**config.mk**
```make
export PLATFORM = sky130hd
export DESIGN_NAME = bus_sequencer_flat
export DESIGN_NICKNAME = d
export VERILOG_FILES = /design/src/rtl/bus_sequencer_if.sv /design/src/rtl/bus_sequencer.sv /design/src/flat_wrapper.sv
export SDC_FILE = /design/constraint.sdc
export NUM_CORES = 1
export LEC_CHECK = 0
export CAP_MARGIN = 40
export CORE_MARGIN = 4
export CORE_UTILIZATION = 40
export DETAILED_ROUTE_END_ITERATION = 12
export PLACE_DENSITY = 0.75
export SYNTH_ARGS = -nofsm -noshare
export SYNTH_HDL_FRONTEND = slang
export SYNTH_SLANG_ARGS = --single-unit
```
**constraint.sdc**
```tcl
create_clock -name CLK -period 1.8 [get_ports CLK]
set_input_delay 0.45 -clock CLK [delete_from_list [all_inputs] [get_ports CLK]]
set_output_delay 0.45 -clock CLK [all_outputs]
set_load 0.005 [all_outputs]
```
**src/rtl/bus_sequencer_if.sv**
```systemverilog
// Bus sequencer interface: CPU-side request/response handshake plus the
// pin-buffer side of the external bus.
// The master modport is the request source and the pin inputs.
// The slave modport is the sequencer itself.
interface bus_sequencer_if #(
  parameter int DATA_W = 16,
  parameter int ADDR_W = 16
);
  logic                  REQ;
  logic                  REQ_WR;
  logic                  REQ_BYTE;
  logic [ADDR_W-1:0]     REQ_ADDR;
  logic [DATA_W-1:0]     REQ_WDATA;
  logic                  REQ_RDY;
  logic                  DONE;
  logic                  ERR;
  logic [DATA_W-1:0]     RDATA;
  logic [ADDR_W-1:0]     ADDR_BUF;
  logic [DATA_W-1:0]     DOUT_BUF;
  logic [DATA_W-1:0]     DIN_BUF;
  logic                  READY_BUF;
  logic                  RD_BUF;
  logic [DATA_W/8-1:0]   WR_BUF;

  modport master (
    output REQ, REQ_WR, REQ_BYTE, REQ_ADDR, REQ_WDATA, DIN_BUF, READY_BUF,
    input  REQ_RDY, DONE, ERR, RDATA, ADDR_BUF, DOUT_BUF, RD_BUF, WR_BUF
  );

  modport slave (
    input  REQ, REQ_WR, REQ_BYTE, REQ_ADDR, REQ_WDATA, DIN_BUF, READY_BUF,
    output REQ_RDY, DONE, ERR, RDATA, ADDR_BUF, DOUT_BUF, RD_BUF, WR_BUF
  );
endinterface

```
**src/rtl/bus_sequencer.sv**
```systemverilog
// bus_sequencer: runs one SETUP / STROBE / HOLD external bus cycle per
// request, with programmable wait states, READY extension and byte-lane
// steering.
// Optional feature macro: BUS_TIMEOUT_EN. When it is defined, a STROBE
// that lasts TIMEOUT_CYCLES cycles is aborted with ERR=1. When it is
// undefined, STROBE waits for READY_BUF forever and ERR is tied low.
module bus_sequencer #(
  parameter int DATA_W         = 16,
  parameter int ADDR_W         = 16,
  parameter int WAIT_STATES    = 0,
  parameter int TIMEOUT_CYCLES = 64
) (
  input  logic           CLK,
  input  logic           RESET,
  bus_sequencer_if.slave bus
);
  localparam int LANES  = DATA_W / 8;
  localparam int LANE_W = (LANES > 1) ? $clog2(LANES) : 1;

  typedef enum logic [1:0] {IDLE, SETUP, STROBE, HOLD} state_t;

  state_t state_reg, state_next;

  // Captured request; byte steering is applied once, at capture time.
  logic                wr_reg;
  logic                byte_reg;
  logic [LANE_W-1:0]   lane_reg;
  logic [ADDR_W-1:0]   addr_reg;
  logic [DATA_W-1:0]   dout_reg;
  logic [LANES-1:0]    mask_reg;

  logic [3:0]          wait_reg, wait_next;
  logic [DATA_W-1:0]   rdata_reg, rdata_next;
  logic                rd_buf_reg;
  logic [LANES-1:0]    wr_buf_reg;
  logic                done_reg;
  logic                capture;
  logic                timeout;

  // Lane steering of the incoming request and of the returning pin data.
  logic [LANE_W-1:0]           req_lane;
  logic [LANES-1:0]            req_mask;
  logic [DATA_W-1:0]           req_dout;
  logic [LANES-1:0][7:0]       din_lanes;
  logic [7:0]                  rd_byte;
  logic [DATA_W-1:0]           rd_word;

  generate
    if (LANES > 1) begin : g_lane_sel
      assign req_lane = bus.REQ_ADDR[LANE_W-1:0];
    end else begin : g_single_lane
      assign req_lane = '0;
    end

    for (genvar gi = 0; gi < LANES; gi++) begin : g_lane
      assign req_mask[gi] = !bus.REQ_BYTE || (req_lane == LANE_W'(gi));
      assign req_dout[8*gi +: 8] = !bus.REQ_BYTE ? bus.REQ_WDATA[8*gi +: 8] :
                                   (req_lane == LANE_W'(gi)) ? bus.REQ_WDATA[7:0] : 8'h00;
      assign din_lanes[gi] = bus.DIN_BUF[8*gi +: 8];
    end
  endgenerate

  assign rd_byte = din_lanes[lane_reg];
  assign rd_word = byte_reg ? DATA_W'(rd_byte) : bus.DIN_BUF;

`ifdef BUS_TIMEOUT_EN
  localparam int TO_W = $clog2(TIMEOUT_CYCLES + 1);
  logic [TO_W-1:0] to_reg, to_next;
  logic            err_reg;
`endif

  // Next-state, counter and read-data decisions for the bus cycle.
  always_comb begin
    state_next = state_reg;
    wait_next  = wait_reg;
    rdata_next = rdata_reg;
    capture    = 1'b0;
    timeout    = 1'b0;
`ifdef BUS_TIMEOUT_EN
    to_next    = to_reg;
`endif
    case (state_reg)
      IDLE: begin
        if (bus.REQ) begin
          capture    = 1'b1;
          state_next = SETUP;
        end
      end
      SETUP: begin
        wait_next  = 4'(WAIT_STATES);
`ifdef BUS_TIMEOUT_EN
        to_next    = TO_W'(TIMEOUT_CYCLES - 1);
`endif
        state_next = STROBE;
      end
      STROBE: begin
        if (wait_reg != 4'd0) begin
          wait_next = wait_reg - 4'd1;
        end
        // READY_BUF only matters once the minimum wait has elapsed.
        if ((wait_reg == 4'd0) && bus.READY_BUF) begin
          state_next = HOLD;
          if (!wr_reg) begin
            rdata_next = rd_word;
          end
        end
`ifdef BUS_TIMEOUT_EN
        else if (to_reg == '0) begin
          state_next = HOLD;
          timeout    = 1'b1;
          if (!wr_reg) begin
            rdata_next = '1;
          end
        end else begin
          to_next = to_reg - TO_W'(1);
        end
`endif
      end
      HOLD: begin
        // Back-to-back: a request taken here skips IDLE entirely.
        if (bus.REQ) begin
          capture    = 1'b1;
          state_next = SETUP;
        end else begin
          state_next = IDLE;
        end
      end
      default: state_next = IDLE;
    endcase
  end

  // State, captured request and registered pin strobes / completion.
  always_ff @(posedge CLK) begin
    if (RESET) begin
      state_reg  <= IDLE;
      wr_reg     <= 1'b0;
      byte_reg   <= 1'b0;
      lane_reg   <= '0;
      addr_reg   <= '0;
      dout_reg   <= '0;
      mask_reg   <= '0;
      wait_reg   <= 4'd0;
      rdata_reg  <= '0;
      rd_buf_reg <= 1'b0;
      wr_buf_reg <= '0;
      done_reg   <= 1'b0;
    end else begin
      state_reg  <= state_next;
      wait_reg   <= wait_next;
      rdata_reg  <= rdata_next;
      if (capture) begin
        wr_reg   <= bus.REQ_WR;
        byte_reg <= bus.REQ_BYTE;
        lane_reg <= req_lane;
        addr_reg <= bus.REQ_ADDR;
        dout_reg <= req_dout;
        mask_reg <= req_mask;
      end
      // Strobes are registered from the next state so the pins never glitch.
      rd_buf_reg <= (state_next == STROBE) && !wr_reg;
      wr_buf_reg <= ((state_next == STROBE) && wr_reg) ? mask_reg : '0;
      done_reg   <= (state_next == HOLD);
    end
  end

`ifdef BUS_TIMEOUT_EN
  // Timeout counter and the error flag that accompanies DONE.
  always_ff @(posedge CLK) begin
    if (RESET) begin
      to_reg  <= '0;
      err_reg <= 1'b0;
    end else begin
      to_reg  <= to_next;
      err_reg <= timeout;
    end
  end
  assign bus.ERR = err_reg;
`else
  assign bus.ERR = timeout;
`endif

  assign bus.REQ_RDY  = (state_reg == IDLE) || (state_reg == HOLD);
  assign bus.DONE     = done_reg;
  assign bus.RDATA    = rdata_reg;
  assign bus.ADDR_BUF = addr_reg;
  assign bus.DOUT_BUF = dout_reg;
  assign bus.RD_BUF   = rd_buf_reg;
  assign bus.WR_BUF   = wr_buf_reg;
endmodule

```
**src/flat_wrapper.sv**
```systemverilog
// flat-port wrapper written by rule: the top's interface ports become plain ports
module bus_sequencer_flat 
#(
  parameter int DATA_W         = 16,
  parameter int ADDR_W         = 16,
  parameter int WAIT_STATES    = 0,
  parameter int TIMEOUT_CYCLES = 64
)
  (CLK, RESET, bus_REQ, bus_REQ_WR, bus_REQ_BYTE, bus_REQ_ADDR, bus_REQ_WDATA, bus_DIN_BUF, bus_READY_BUF, bus_REQ_RDY, bus_DONE, bus_ERR, bus_RDATA, bus_ADDR_BUF, bus_DOUT_BUF, bus_RD_BUF, bus_WR_BUF);
  bus_sequencer_if #(.DATA_W(DATA_W), .ADDR_W(ADDR_W)) bus_i ();
  input  logic CLK;
  input  logic RESET;
  input wire logic [$bits(bus_i.REQ)-1:0] bus_REQ;
  input wire logic [$bits(bus_i.REQ_WR)-1:0] bus_REQ_WR;
  input wire logic [$bits(bus_i.REQ_BYTE)-1:0] bus_REQ_BYTE;
  input wire logic [$bits(bus_i.REQ_ADDR)-1:0] bus_REQ_ADDR;
  input wire logic [$bits(bus_i.REQ_WDATA)-1:0] bus_REQ_WDATA;
  input wire logic [$bits(bus_i.DIN_BUF)-1:0] bus_DIN_BUF;
  input wire logic [$bits(bus_i.READY_BUF)-1:0] bus_READY_BUF;
  output wire logic [$bits(bus_i.REQ_RDY)-1:0] bus_REQ_RDY;
  output wire logic [$bits(bus_i.DONE)-1:0] bus_DONE;
  output wire logic [$bits(bus_i.ERR)-1:0] bus_ERR;
  output wire logic [$bits(bus_i.RDATA)-1:0] bus_RDATA;
  output wire logic [$bits(bus_i.ADDR_BUF)-1:0] bus_ADDR_BUF;
  output wire logic [$bits(bus_i.DOUT_BUF)-1:0] bus_DOUT_BUF;
  output wire logic [$bits(bus_i.RD_BUF)-1:0] bus_RD_BUF;
  output wire logic [$bits(bus_i.WR_BUF)-1:0] bus_WR_BUF;
  assign bus_i.REQ = bus_REQ;
  assign bus_i.REQ_WR = bus_REQ_WR;
  assign bus_i.REQ_BYTE = bus_REQ_BYTE;
  assign bus_i.REQ_ADDR = bus_REQ_ADDR;
  assign bus_i.REQ_WDATA = bus_REQ_WDATA;
  assign bus_i.DIN_BUF = bus_DIN_BUF;
  assign bus_i.READY_BUF = bus_READY_BUF;
  assign bus_REQ_RDY = bus_i.REQ_RDY;
  assign bus_DONE = bus_i.DONE;
  assign bus_ERR = bus_i.ERR;
  assign bus_RDATA = bus_i.RDATA;
  assign bus_ADDR_BUF = bus_i.ADDR_BUF;
  assign bus_DOUT_BUF = bus_i.DOUT_BUF;
  assign bus_RD_BUF = bus_i.RD_BUF;
  assign bus_WR_BUF = bus_i.WR_BUF;
  bus_sequencer #(.DATA_W(DATA_W), .ADDR_W(ADDR_W), .WAIT_STATES(WAIT_STATES), .TIMEOUT_CYCLES(TIMEOUT_CYCLES)) u_core (.CLK(CLK), .RESET(RESET), .bus(bus_i));
endmodule
```
Word-level counts from Yosys, hierarchy flattened
Index checks and enable logic that the tools add are counted.

storage, ports and cells
  ROM bits = 0
  word-level logic and storage cells = 54
  memories = 0
  RAM bits = 0
  bits in registers = 63
  bits in latches = 0

operators by class
  reductions and logical operators = 16
  divide/modulo/power cells = 0
  bitwise gates (word level) = 3
  $mul = 0
  order comparisons = 1
  shift operators = 0
  add/subtract/negate cells = 1
  eq/ne operators = 6
  multiplexer cells = 15

operators by type and width
  kind                                                 count
  2-to-1 mux 8 bit                                     6
  2-to-1 mux 16 bit                                    1
  == test 2 bit (second input constant)                4
  one-hot mux 2 bit (4 select lines)                   1
  one-hot mux 4 bit (2 select lines)                   1
  zero test 4 bit                                      1
  2-to-1 mux 2 bit                                     2
  2-to-1 mux 4 bit                                     1
  nonzero test 4 bit                                   1
  OR reduction 2 bit                                   2
  subtractor 4 x 1 -> 4 bit (second input constant)    1
  logical AND 1 bit                                    3
  logical OR 1 bit                                     3
  2-to-1 mux 1 bit                                     3
  inverter 1 bit                                       3
  AND reduction 3 bit                                  1
  == test 2 x 1 -> 1 bit (second input constant)       1
  zero test 1 bit                                      2
  zero test 2 bit                                      1
  < comparator 1 x 2 -> 1 bit (second input constant)  1
  != test 2 x 1 -> 1 bit (second input constant)       1
  AND reduction 2 bit                                  1
  nonzero test 2 bit                                   1

Longest topological paths before layout
Gate-level depths: netlist of the first run.

  depth after elaboration = 8
  gate-level depth with buffers = 7

Least setup slack after synthesis of the first run
Ideal clock, no wire load.

  kind = reg2reg
  from = register u_core.state_reg[0]
  to = register u_core.dout_reg[15], in the netlist u_core.bus.DOUT_BUF[15]
  buffers on the path = 2
  arrival time = 1.505 ns
  stages on the path, launching flop included = 8
  clock period less this slack = 1.636 ns
  data required time = 1.668 ns
  setup slack = 0.164 ns
  setup time = 0.132 ns
  path through = dfxtp_1 -> inv_1 -> ha_1 -> nand2b_1 -> buf_2 -> clkbuf_1 -> a221oi_1 -> nor3_1

on the way
  longest elaborated chain between the ends = 3
  elaborated cells on any way between the ends = 4
  classes of those cells = eq/ne (1); mux (1); reduce/logical (2)

RTL lines
  what                                                     line                  RTL
  start, declared                                          bus_sequencer.sv:22   state_t state_reg, state_next;
  start signal, assigned                                   bus_sequencer.sv:148  state_reg <= state_next;
  == test 2 bit / zero test 2 bit (equally long branches)  bus_sequencer.sv:82   case (state_reg)
  OR reduction 2 bit (no source line) (*)                  -
  2-to-1 mux 1 bit (*)                                     -
  end signal, assigned                                     bus_sequencer.sv:156  dout_reg <= req_dout;
  end, declared                                            bus_sequencer.sv:29   logic [DATA_W-1:0] dout_reg;

Every way passes the cells marked *; elsewhere a longest branch is shown, timed or not.
A chain may end at the register's enable or synchronous reset.

Worst setup path in the final report of the first run
  from = register u_core.state_reg[1]
  to = output bus_REQ_RDY

on the way
  longest elaborated chain between the ends = 2
  elaborated cells on any way between the ends = 3
  classes of those cells = eq/ne (1); reduce/logical (2)

RTL lines
  what                                                     line                  RTL
  == test 2 bit / zero test 2 bit (equally long branches)  bus_sequencer.sv:182  assign bus.REQ_RDY = (state_reg == IDLE) || (state_reg == HOLD);
  logical OR 1 bit (*)                                     bus_sequencer.sv:182
  end, declared                                            flat_wrapper.sv:20    output wire logic [$bits(bus_i.REQ_RDY)-1:0] bus_REQ_RDY;

Marks and branches as above.

==> results of run 1 <==
[layer usage]
metal,routed length (µm),vias to the layer above
met5,0,-
met1,3084,1116
li1,-,1265
met2,3505,78
met4,64,0
met3,472,6
[power by group]
part	internal, W	leakage, nW	switching (W)
logic	0.000995	0.833	0.000851
clock network	0.000665	0.0952	0.000496
registers	0.00164	0.507	0.000153
[Yosys cell counts, types with 2 or more instances]
cell / n / area, µm²
a211oi_1: 2 / 15.01
a21oi_1: 49 / 245.2
a221oi_1: 8 / 70.07
a311oi_1: 8 / 70.07
and3b_1: 2 / 17.52
buf_2: 8 / 40.04
buf_4: 3 / 22.52
buf_6: 3 / 33.78
clkbuf_1: 9 / 33.78
clkbuf_8: 3 / 41.29
dfxtp_1: 62 / 1241
ha_1: 6 / 75.07
inv_1: 5 / 18.77
nand2_1: 56 / 210.2
nand3_1: 12 / 60.06
nand3b_1: 8 / 60.06
nand4b_1: 9 / 78.83
nor2_1: 12 / 45.04
nor2b_1: 3 / 18.77
nor3_1: 8 / 40.04
o21ai_0: 4 / 20.02
o21ai_1: 7 / 35.03
[area by class of cell]
| class | count | area (µm²) | area share (%) |
|---|---|---|---|
| Clock buffer | 11 | 141.4 | 3.535 |
| Sequential cell | 62 | 1244 | 31.09 |
| Clock inverter | 4 | 47.55 | 1.189 |
| Timing Repair Buffer | 119 | 1227 | 30.69 |
| Tap cell | 77 | 96.34 | 2.409 |
| Multi-Input combinational cell | 208 | 1221 | 30.53 |
| Inverter | 6 | 22.52 | 0.5630 |
[cells by family (layout without fill, tap and decap cells)]
family | after synthesis | count (layout) | share of synthesized area, %
and+or+nand+nor | 118 | 118 | 22.96
AOI/OAI and AO/OA | 83 | 83 | 19.60
DFF | 62 | 62 | 46.86
buffers and inverters | 33 | 140 | 7.605
adders and majority gates | 6 | 6 | 2.834
other | 1 | 1 | 0.1416
[through the flow]
step                util, %  hold WS, ns  instance area [µm²]  worst slack (ns)  std cells
CTS                   62.64       0.3812                 4000           0.06044        487
floorplan                 -       0.4325                 2649            0.1638        303
global route          62.64       0.3866                 4000           0.01094        487
finish                62.64       0.3909                 4000           0.06514        487
global placement      59.35       0.4382                 3790           0.05573        471
detailed placement    59.35       0.4438                 3790         -0.006847        471
[final timing paths]
check / start / end / slack [ns] / cells past startpoint
max: u_core.state_reg[1] / bus_REQ_RDY / 0.07 / 4
max reg2reg: u_core.wait_reg[0] / u_core.bus.RD_BUF / 0.23 / 5
min reg2reg: u_core.bus.DOUT_BUF[7] / u_core.bus.DOUT_BUF[7] / 0.45 / 2
min: RESET / u_core.state_reg[1] / 0.39 / 2
[repair_timing]
item,CTS,global route
hold buffers,0,0
buffers inserted,1,0
gates resized for setup,6,0
endpoints found under the setup margin,1,0
==> out/qor.csv, run 1 <==
metric;value;unit
drt_first_pass_iters;4;
clkSinkCount;62;
grt_util_met3;4.608;%
cts_tree;yes;
cts.clk_slew.worst_paths;0.06;ns
ys_types;38;
critPathMaxFanout;4;
num_rows;29;
start_kind;flop;
final_cell_mix;clkdlybuf4s50_1, dfxtp_1, nand2_1, a21oi_1;
skew;0.006959;ns
fin_nets;466;
fp.dieH;89.38;µm
portBuffers;106;
endpoint_kind;output port;
overflow;0;
final_hold_viol_count;0;
vias_per_cell;5.062;
setup_viol;0;
peakVddDrop;0.0009886;V
syn_inst;303;
slew_violations;0;
grt_antenna_before_repair;0;
grtUsageMet2;28.00;%
grt_pass1_vias;2327;
yosysWarnings;0;
io_pins;108;
num_vias;2465;
cts_root_buf;clkbuf_8;
finalCritPeriodShare;96.38;%
clock_latency;0.32;ns
critical_path.slowest_cell;dfxtp_2;
crit_family;buffers and inverters;
critPathRequiredTime;1.35;ns
final_common_cell;clkdlybuf4s50_1;
power.leakage;1.435;nW
grt.total_usage;17.85;%
cp.arrival;1.28;ns
ys.flop_type;dfxtp_1;
synth_seq_area_share;46.86;%
setup_tns;0;ns
postSynthAreaPerCell;8.742;µm²
grtUsageMet1;23.58;%
fillerInstances;543;
die_area;0.007988;mm²
antenna_left;0;
async_flop_share;0;%
outcome;complete, no violations;
grt_most_used_layer;met2;
hpwl;5119;µm
grt_pass1_wl;11000;µm
worst-setup-path-type;reg2out;
synth_area;0.002649;mm²
path_buf_inv;3;
htree_num_levels;3;
rsz0062_at_grt;false;
critical_path.cell_chain;inv_2 -> ha_4 -> inv_1 -> dlygate4sd2_1;
routedWlPerCell;14.63;µm
coreArea;0.006386;mm²
drive_gt1_share;10.24;%
wl;7126;µm
max_stage_delay;0.34;ns
hp-class;in2reg;
fmax;576.4;MHz
maxCapViolCount;0;
n_antenna_cell;0;
grt_max_degree;60;
syn_nets;363;
fin_crit;1.735;ns
drt_iter0_drc;195;
finalPower;0.004798;W
p_per_area;1199;mW/mm²
post-route-drc-count;0;
synth_edf_count;0;
cts_inserted_buffers;9;
start_util;41.48;%
dieWidth;89.38;µm
cts_buffer_depth;2;
synthToLayoutAreaGrowth;51.02;%
gp_congestion;0.9054;
ys_ff_latch;62;
Note: power is estimated with default switching activity, not from simulation.
==> inputs of run 2 (changes only) <==
Settings changed: CORE_MARGIN 4 to 2, RECOVER_POWER set to 25.
==> run 2 against run 1 <==
Effect of this change: via count is 2.2% higher; sequential share of layout area is 0.14 points lower; final cell count is 0.41% higher; register-to-register slack worse by 0.04 ns; count of clock-buffer cells in the layout is 1 higher; critical endpoint unchanged; utilization is 0.22 points higher; critical path type unchanged; design area is 0.34% higher.
==> out/qor.csv, run 2 (synthesis gave the netlist of run 1 again) <==
metric;value;unit;change
maxCapViolCount;0;;unchanged
hp-class;in2reg;;
finalCritPeriodShare;96.50;%;+0.12 points
grt_max_degree;38;;-37%
rsz0062_at_grt;false;;
antenna_left;0;;unchanged
clock_latency;0.33;ns;about the same
finalPower;0.004968;W;+3.5%
overflow;0;;unchanged
vias_per_cell;5.151;;+1.8%
final_cell_mix;clkdlybuf4s50_1, dfxtp_1, nand2_1, a21oi_1;;
holdWs;0.3741;ns;-0.01674 ns
portBuffers;106;;unchanged
hpwl;5052;µm;-1.3%
peakVddDrop;0.001182;V;+20%
max_stage_delay;0.35;ns;about the same
fin_crit;1.737;ns;+0.002136 ns
num_vias;2519;;+2.2%
critPathMostFrequentCell;inv_2;;
seqPwrFrac;36.0;%;-1.3 points
final_hold_viol_count;0;;unchanged
cts_buffer_depth;2;;unchanged
start_util;41.48;%;unchanged
comb_power_share;37.4;%;-1.1 points
critPathMaxFanout;2;;-2
start_kind;flop;;
drt_first_pass_iters;4;;unchanged
synthToLayoutAreaGrowth;51.54;%;
final_common_cell;clkdlybuf4s50_1;;
grt_pass1_vias;2360;;+1.4%
cts_hold_buf;0;;unchanged
sw_frac_of_total;30.65;%;-0.61 points
slew_violations;0;;unchanged
wl;7023;µm;-1.4%
fin_cells;489;;+0.41%
coreArea;0.006386;mm²;unchanged
final_util;62.85;%;+0.22 points
p_per_area;1238;mW/mm²;+3.2%
cp.arrival;1.29;ns;about the same
place_inst;472;;+0.21%
cell_internal_pwr;0.003445;W;+4.5%
critical_path.slowest_cell;dfxtp_1;;
worst-setup-path-type;reg2out;;
setup_viol;0;;unchanged
power.leakage;1.446;nW;+0.78%
drive_gt1_share;9.951;%;-0.29 points
io_pins;108;;unchanged
cts_root_buf;clkbuf_8;;
fin_nets;467;;+0.21%
routedWlPerCell;14.36;µm;-1.8%
num_rows;29;;unchanged
die_area;0.007289;mm²;-8.8%
cts_inserted_buffers;9;;unchanged
outcome;complete, no violations;;
drt_iter0_drc;248;;+27%
critPathRequiredTime;1.35;ns;about the same
skew;0.008983;ns;+0.002024 ns
clkSinkCount;62;;unchanged
power.switching;0.001522;W;+1.5%
gp_congestion;0.8574;;-5.3%
fp.dieH;85.38;µm;-4.5%
clockPowerShare;26.6;%;+2.4 points
grt_antenna_before_repair;0;;unchanged
grt.total_usage;19.33;%;+1.5 points
endpoint_kind;output port;;
cts_tree;yes;;
htree_num_levels;3;;unchanged
n_antenna_cell;0;;unchanged
fmax;575.7;MHz;-0.12%
dieWidth;85.38;µm;-4.5%
critical_path.cell_chain;inv_2 -> ha_4 -> inv_2 -> dlygate4sd2_1;;
cts.clk_slew.worst_paths;0.07;ns;about the same
grt_pass1_wl;11260;µm;+2.4%
setup_tns;0;ns;unchanged
post-route-drc-count;0;;unchanged
run 2: cell count changes in the layout (fill, tap and decap cells not counted), sizes merged:
| cell | before | now |
|---|---|---|
| buf | 14 | 13 |
| bufinv | 1 | 2 |
| clkbuf | 11 | 14 |
| clkinvlp | 1 | 0 |
run 2: final cells by class:
cell class | count | area, µm²
Sequential cell | 62 | 1242
Timing Repair Buffer | 120 | 1216
Tap cell | 77 | 96.34
Clock buffer | 12 | 145.1
Multi-Input combinational cell | 208 | 1221
Fill cell | 555 | 2372
Clock inverter | 4 | 70.07
Inverter | 6 | 22.52
run 2: timing repair:
item | in CTS | in global routing
pin swaps | 1 | 0
endpoints found under the setup margin | 1 | 1
buffers inserted | 1 | 0
resized for setup | 4 | 1
run 2: routing by layer:
| layer | wire length [µm] | global-route usage (%) | up-vias |
|---|---|---|---|
| met1 | 3146 | 26.13 | 1156 |
| li1 | - | - | 1273 |
| met4 | 87 | 6.638 | 0 |
| met3 | 417 | 5.837 | 9 |
| met2 | 3372 | 29.40 | 81 |
| met5 | 0 | 0 | - |
run 2: power groups by stage:
stage	clock network (W)	logic (W)	registers, W
2_1_floorplan	0	0.000903	0.00181
3_3_place_gp	0	0.00180	0.00181
3_5_place_dp	0	0.00183	0.00181
4_1_cts	0.00134	0.00188	0.00179
5_1_grt	0.00142	0.00203	0.00182
6_report	0.00132	0.00186	0.00179
run 2: per-stage QoR:
step	worst slack, ns	area [µm²]
after CTS	0.04802	4020
after detailed placement	-0.02723	3785
after floorplan	0.1638	2649
after global routing	0.002959	4014
final	0.06301	4014
after global placement	0.05362	3785
run 2: path summary, 6_finish.rpt:
path	startpoint	endpoint	slack [ns]	depth (start not counted)
worst max register to register	u_core.wait_reg[0]	u_core.bus.RD_BUF	0.19	5
worst min register to register	u_core.bus.DOUT_BUF[3]	u_core.bus.DOUT_BUF[3]	0.45	2
worst max-delay path	u_core.state_reg[0]	bus_REQ_RDY	0.06	4
worst min-delay path	RESET	u_core.state_reg[1]	0.37	2
run 2: worst max-delay path: cells and delay by family (launching register included):
kind	cells	cell delay, ns
flip-flops	1	0.35
buffers and inverters	3	0.34
adder cells (fa/ha/maj)	1	0.27
